<file path="config.mk">
export PLATFORM = sky130hd
export DESIGN_NAME = ex_muldiv_flat
export DESIGN_NICKNAME = d
export VERILOG_FILES = /design/src/rtl/ex_muldiv_if.sv /design/src/rtl/ex_muldiv.sv /design/src/flat_wrapper.sv
export SDC_FILE = /design/constraint.sdc
export NUM_CORES = 1
export LEC_CHECK = 0
export CAP_MARGIN = 40
export CORE_AREA = 3 3 202 204
export CTS_CLUSTER_SIZE = 12
export DETAILED_ROUTE_END_ITERATION = 6
export DIE_AREA = 0 0 205 207
export PLACE_DENSITY = 0.7
export RECOVER_POWER = 25
export SYNTH_ARGS = -nofsm -noshare
export SYNTH_HDL_FRONTEND = slang
export SYNTH_SLANG_ARGS = --single-unit
export TNS_END_PERCENT = 30
</file>
<file path="constraint.sdc">
create_clock -name clk -period 8.3 [get_ports clk]
set_clock_uncertainty 0.05 [all_clocks]
set_input_delay 1.66 -clock clk [delete_from_list [all_inputs] [get_ports clk]]
set_output_delay 1.66 -clock clk [all_outputs]
set_load 0.01 [all_outputs]
</file>
<file path="src/rtl/ex_muldiv_if.sv">
// Request/response bundle between the EX stage and the iterative
// multiply/divide unit.
interface ex_muldiv_if #(
  parameter int WIDTH = 32
);
  logic             start;
  logic [2:0]       funct3;
  logic [WIDTH-1:0] a;
  logic [WIDTH-1:0] b;
  logic             flush;
  logic             busy;
  logic             done;
  logic [WIDTH-1:0] result;

  modport master (
    output start, funct3, a, b, flush,
    input  busy, done, result
  );

  modport slave (
    input  start, funct3, a, b, flush,
    output busy, done, result
  );
endinterface

</file>
<file path="src/rtl/ex_muldiv.sv">
// Iterative RV32M multiply/divide unit for the EX stage.
// Shift-add multiply and restoring divide, BITS_PER_CYCLE bits per step.
module ex_muldiv #(
  parameter int WIDTH          = 32,
  parameter int BITS_PER_CYCLE = 1
) (
  input logic       clk,
  input logic       rst,
  ex_muldiv_if.slave io
);

  localparam int W  = WIDTH;
  localparam int B  = BITS_PER_CYCLE;
  localparam int N  = W / B;
  localparam int CW = $clog2(N + 1);

  localparam logic [CW-1:0] N_CNT = CW'(N);
  localparam logic [W-1:0]  MINV  =
    {1'b1, {(W-1){1'b0}}};

  typedef enum logic [1:0] {
    IDLE,
    CALC,
    SPECIAL,
    FIN
  } state_t;

  state_t         state;
  logic [CW-1:0]  cnt;
  logic [2*W-1:0] acc;
  logic [W:0]     rem_q;
  logic [W-1:0]   opb;
  logic [2:0]     op_q;
  logic           neg_q;
  logic           neg_r;
  logic           busy_q;
  logic           done_q;
  logic [W-1:0]   res_q;

  assign io.busy   = busy_q;
  assign io.done   = done_q;
  assign io.result = res_q;

  logic         a_sgn;
  logic         b_sgn;
  logic         a_neg;
  logic         b_neg;
  logic [W-1:0] mag_a;
  logic [W-1:0] mag_b;
  logic         div_zero;
  logic         ovf;
  logic         special;
  logic [W-1:0] spec_res;

  always_comb begin
    a_sgn = 1'b0;
    b_sgn = 1'b0;
    unique case (io.funct3)
      3'b001, 3'b100, 3'b110: begin
        a_sgn = 1'b1;
        b_sgn = 1'b1;
      end
      3'b010:  a_sgn = 1'b1;
      default: ;
    endcase
    a_neg = a_sgn & io.a[W-1];
    b_neg = b_sgn & io.b[W-1];
    mag_a = a_neg ? -io.a : io.a;
    mag_b = b_neg ? -io.b : io.b;
    div_zero = io.funct3[2] && (io.b == '0);
    ovf = io.funct3[2] && !io.funct3[0] &&
          (io.a == MINV) && (&io.b);
    special = div_zero || ovf;
    if (div_zero)
      spec_res = io.funct3[1] ? io.a : '1;
    else
      spec_res = io.funct3[1] ? '0 : io.a;
  end

  // Multiply step: low acc half holds the unretired multiplier bits.
  logic [B-1:0]     mbits;
  logic [W+B-1:0]   psum;
  logic [2*W+B-1:0] wide;
  logic [2*W-1:0]   mul_nxt;

  always_comb begin
    mbits   = acc[B-1:0];
    psum    = (W+B)'(acc[2*W-1:W]) +
              (W+B)'(mbits) * (W+B)'(opb);
    wide    = {psum, acc[W-1:0]};
    mul_nxt = (2*W)'(wide >> B);
  end

  // Divide step: dividend shifts out of acc low as quotient shifts in.
  logic [W:0]   r_t;
  logic [W:0]   r_sh;
  logic [W-1:0] q_t;

  always_comb begin
    r_t  = rem_q;
    r_sh = '0;
    q_t  = acc[W-1:0];
    for (int i = 0; i < B; i++) begin
      r_sh = (r_t << 1) | (W+1)'(q_t[W-1]);
      q_t  = q_t << 1;
      if (r_sh >= (W+1)'(opb)) begin
        r_t    = r_sh - (W+1)'(opb);
        q_t[0] = 1'b1;
      end else begin
        r_t = r_sh;
      end
    end
  end

  logic [2*W-1:0] prod;
  logic [W-1:0]   quo;
  logic [W-1:0]   rmd;
  logic [W-1:0]   fin_res;

  always_comb begin
    prod = neg_q ? -acc : acc;
    quo  = neg_q ? -acc[W-1:0] : acc[W-1:0];
    rmd  = neg_r ? -rem_q[W-1:0] : rem_q[W-1:0];
    if (op_q[2])
      fin_res = op_q[1] ? rmd : quo;
    else if (op_q[1:0] == 2'b00)
      fin_res = prod[W-1:0];
    else
      fin_res = prod[2*W-1:W];
  end

  always_ff @(posedge clk or negedge rst) begin
    if (!rst) begin
      state  <= IDLE;
      cnt    <= '0;
      acc    <= '0;
      rem_q  <= '0;
      opb    <= '0;
      op_q   <= '0;
      neg_q  <= 1'b0;
      neg_r  <= 1'b0;
      busy_q <= 1'b0;
      done_q <= 1'b0;
      res_q  <= '0;
    end else begin
      done_q <= 1'b0;
      if (io.flush && state != IDLE) begin
        state  <= IDLE;
        busy_q <= 1'b0;
      end else begin
        unique case (state)
          IDLE: begin
            if (io.start && !io.flush) begin
              op_q   <= io.funct3;
              neg_q  <= a_neg ^ b_neg;
              neg_r  <= a_neg;
              busy_q <= 1'b1;
              rem_q  <= '0;
              if (special) begin
                state <= SPECIAL;
                acc   <= {{W{1'b0}}, spec_res};
              end else begin
                state <= CALC;
                cnt   <= N_CNT;
                if (io.funct3[2]) begin
                  acc <= {{W{1'b0}}, mag_a};
                  opb <= mag_b;
                end else begin
                  acc <= {{W{1'b0}}, mag_b};
                  opb <= mag_a;
                end
              end
            end
          end
          CALC: begin
            if (op_q[2]) begin
              acc   <= {acc[2*W-1:W], q_t};
              rem_q <= r_t;
            end else begin
              acc <= mul_nxt;
            end
            cnt <= cnt - CW'(1);
            if (cnt == CW'(1))
              state <= FIN;
          end
          SPECIAL: begin
            res_q  <= acc[W-1:0];
            done_q <= 1'b1;
            busy_q <= 1'b0;
            state  <= IDLE;
          end
          FIN: begin
            res_q  <= fin_res;
            done_q <= 1'b1;
            busy_q <= 1'b0;
            state  <= IDLE;
          end
          default: state <= IDLE;
        endcase
      end
    end
  end

endmodule

</file>
<file path="src/flat_wrapper.sv">
// flat-port wrapper written by rule: the top's interface ports become plain ports
module ex_muldiv_flat 
#(
  parameter int WIDTH          = 32,
  parameter int BITS_PER_CYCLE = 1
)
  (clk, rst, io_start, io_funct3, io_a, io_b, io_flush, io_busy, io_done, io_result);
  ex_muldiv_if #(.WIDTH(WIDTH)) io_i ();
  input logic clk;
  input logic rst;
  input wire logic [$bits(io_i.start)-1:0] io_start;
  input wire logic [$bits(io_i.funct3)-1:0] io_funct3;
  input wire logic [$bits(io_i.a)-1:0] io_a;
  input wire logic [$bits(io_i.b)-1:0] io_b;
  input wire logic [$bits(io_i.flush)-1:0] io_flush;
  output wire logic [$bits(io_i.busy)-1:0] io_busy;
  output wire logic [$bits(io_i.done)-1:0] io_done;
  output wire logic [$bits(io_i.result)-1:0] io_result;
  assign io_i.start = io_start;
  assign io_i.funct3 = io_funct3;
  assign io_i.a = io_a;
  assign io_i.b = io_b;
  assign io_i.flush = io_flush;
  assign io_busy = io_i.busy;
  assign io_done = io_i.done;
  assign io_result = io_i.result;
  ex_muldiv #(.WIDTH(WIDTH), .BITS_PER_CYCLE(BITS_PER_CYCLE)) u_core (.clk(clk), .rst(rst), .io(io_i));
endmodule
</file>
==> results.toml <==
[run_status]
status = "finished with violations"
violations = "capacitance limit, slew limit"

[timing]
final.setup.tns_ns = 0
drv_slew = 66
fin_crit_sh_pct = 60.23
relSlewSlack_pct = -145.2
timing.hold.ws_ns = 0.4306
setup_viol_count_final = 0
clock.fmax_ghz = 0.2000
rsz0062_at_grt = "false"
final.setup.worst_slack_ns = 3.301
hold_violations = 0
final.min_clock_period_ns = 4.999
tightest_slew_ns = 3.678

[critical_path]
critPathRequiredTime_ns = 8.62
max_stage_delay_ns = 0.65
cpMostUsedCell = "nand2_1"
cp-start-kind = "input port"
worstReg2RegEnd = "u_core.io.result[30]$_DFFE_PN0P_"
crit_fanout = 48
path_class = "input port to flop"
cp-endpoint = "u_core.acc[14]$_DFFE_PN0P_"
reg2reg_depth = 10
critPathCaptureType = "flop"
crit_path_cell_trace = "buf_2 > inv_1 > nor4b_1 > nand4_1 > nand2_1 > nand2_1 > o21ai_0 > a21oi_1 > a311oi_1"
arrival_ns = 5.32
r2r_slack_ns = 4.31
critPathLaunch = "io_funct3[2]"
reg2reg_from = "u_core.acc[0]$_DFFE_PN0P_"
critPathSlowestCell = "inv_1"

[logic_synthesis]
synthCells = 2167
synth-seq-cells = 175
yosys.cell_types.count = 90
yosysWarningCount = 0
synth.net_count = 2311
synth_edf_count = 0
synth.avg_cell_area_um2 = 7.753
async_reset_ff_share_pct = 100.0
syn_area_mm2 = 0.01680
synth-seq-area-share_pct = 26.07
synth_ff_type = "dfrtp_1"

[clock_tree]
post_cts_resized = 0
post_cts_buffers = 0
cts_buffers = 17
cts_hold_buf = 0
cts_tree = "done"
cts_root_buffer = "clkbuf_16"
clock_sinks = 175
clk_latency_ns = 0.47
path_clk_slew_ns = 0.08
clock_path_buffers = 2
cts_htree_levels = 4

[finish]
fin_nets = 2311
mostFrequentLayoutCell = "nand2_1"
layout_common_cells = "nand2_1, o21ai_0, nor2_1"
final_layout_size_suffix_gt1_share_pct = 5.550
syn2layout_area_growth_pct = 11.39
antennaDiodeCount = 0

[global_routing]
grt_overflow = 0
use_met3_pct = 4.762
grt_max_degree = 66
grtUsageMet1_pct = 40.01
use_met2_pct = 43.46
grt_pass1_wl_um = 96180
antenna_found_initial = 2
grt_pass1_vias = 16180
grt_use_total_pct = 28.78
grt_busiest_layer = "met2"

[routing]
drt-total-wl_um = 62730
drc = 0
drt-pass1-iter-count = 6
antenna_left = 0
vias = 17390
viasPerCell = 6.430
first_iter_violations = 1999
wire_per_inst_um = 23.19

[pwr]
power.density_mw_per_mm2 = 215.0
ir_worst_vdd_uv = 144.4
p_leak_nw = 7.584

[floorplan]
core_area_mm2 = 0.03946
die_area_mm2 = 0.04244
die_w_um = 205
pin_count = 105
start_util_pct = 42.58
die_y_um = 207
rows = 73

[flow_run]
cap_violations = 1

[placement]
dp_hpwl_um = 48740
place_congestion = 1.006
pre_cts_ws_ns = 2.987
port_buffers = 104

[worst_hold_path]
worstHoldStart = "u_core.opb[12]$_DFFE_PN0P_"
holdCritPathClass = "flop to flop"
how the worst min path moves through the flow:
stage,endpoint,depth (start not counted)
floorplan,u_core.opb[10]$_DFFE_PN0P_,2
global placement,u_core.opb[12]$_DFFE_PN0P_,2
detailed placement,u_core.io.result[9]$_DFFE_PN0P_,2
CTS,u_core.io.result[9]$_DFFE_PN0P_,2
global route,u_core.opb[12]$_DFFE_PN0P_,2
finish,u_core.opb[12]$_DFFE_PN0P_,2
synth_stat cells, types with 12 or more instances:
cell	count	area share, %
nand4_1	28	1.0
a221o_1	12	0.72
nor4_1	16	0.60
or3_1	36	1.3
nand3_1	29	0.86
nand2_1	226	5.0
xnor2_1	98	5.1
inv_1	71	1.6
o211ai_1	49	2.2
o221ai_1	13	0.68
a21oi_1	145	4.3
xor2_1	103	5.4
a21o_1	25	1.1
mux2i_1	44	2.6
and3_1	13	0.48
o31ai_1	54	2.4
a211oi_1	22	0.98
o21ai_0	213	6.3
ha_1	71	5.3
clkbuf_1	127	2.8
o41ai_1	17	0.89
nor2_1	181	4.0
nor3_1	83	2.5
a31oi_1	15	0.56
or4_1	27	1.2
nor2b_1	12	0.45
nand2b_1	17	0.63
dfrtp_1	175	26
layer usage:
layer / vias to the layer above / share of wire [%] / routed length [µm]
met5: - / 0.049 / 31
met4: 4 / 5.3 / 3298
met3: 175 / 8.5 / 5325
met2: 923 / 44 / 27370
met1: 8324 / 43 / 26700
li1: 7966 / - / -
report_power, final:
part / leakage (nW) / internal [mW] / switching, mW
Sequential: 2.29 / 1.04 / 0.344
Combinational: 5.02 / 0.726 / 1.10
Clock: 0.278 / 0.399 / 0.416
Total: 7.58 / 2.16 / 1.86
worst max-delay path: cells and delay by family:
kind / cells / cell delay (ns)
AND/OR/NAND/NOR: 4 / 1.81
AO/OA/AOI/OAI: 3 / 0.57
buffers and inverters: 2 / 1.26
flip-flops by register name, summed over array words and instances, names as in the netlist:
register	count
u_core.acc	64
u_core.cnt	6
u_core.io.busy	1
u_core.io.done	1
u_core.io.result	32
u_core.neg_q	1
u_core.neg_r	1
u_core.op_q	3
u_core.opb	32
u_core.rem_q	32
u_core.state	2
cell type report:
| type | instances | area (µm²) |
|---|---|---|
| Clock buffer | 17 | 425.4 |
| Sequential cell | 175 | 4382 |
| Inverter | 71 | 266.5 |
| Tap cell | 525 | 656.9 |
| Multi-Input combinational cell | 1765 | 11480 |
| Timing Repair Buffer | 137 | 1354 |
| Clock inverter | 15 | 146.4 |
| Fill cell | 3881 | 20740 |
through the flow:
stage	util [%]	instance area, µm²	instances	total power, mW
6_report	47.43	18710	2705	4.023
5_1_grt	47.43	18710	2705	4.233
4_1_cts	47.46	18730	2705	3.973
3_5_place_dp	46.01	18150	2673	3.158
3_3_place_gp	45.65	18010	2665	3.110
2_1_floorplan	-	16800	2167	2.481
cells by family (layout without fill, tap and decap cells):
kind of cell | after synthesis | count (layout) | synth area share [%]
AOI/OAI and AO/OA | 715 | 715 | 28.16
DFF | 175 | 175 | 26.07
and+or+nand+nor | 722 | 722 | 20.85
buffers and inverters | 227 | 240 | 5.653
adders and majority gates | 77 | 77 | 5.765
muxes | 50 | 50 | 3.024
xor gates and xnor gates | 201 | 201 | 10.48
Power figures use the tool's default switching activity.
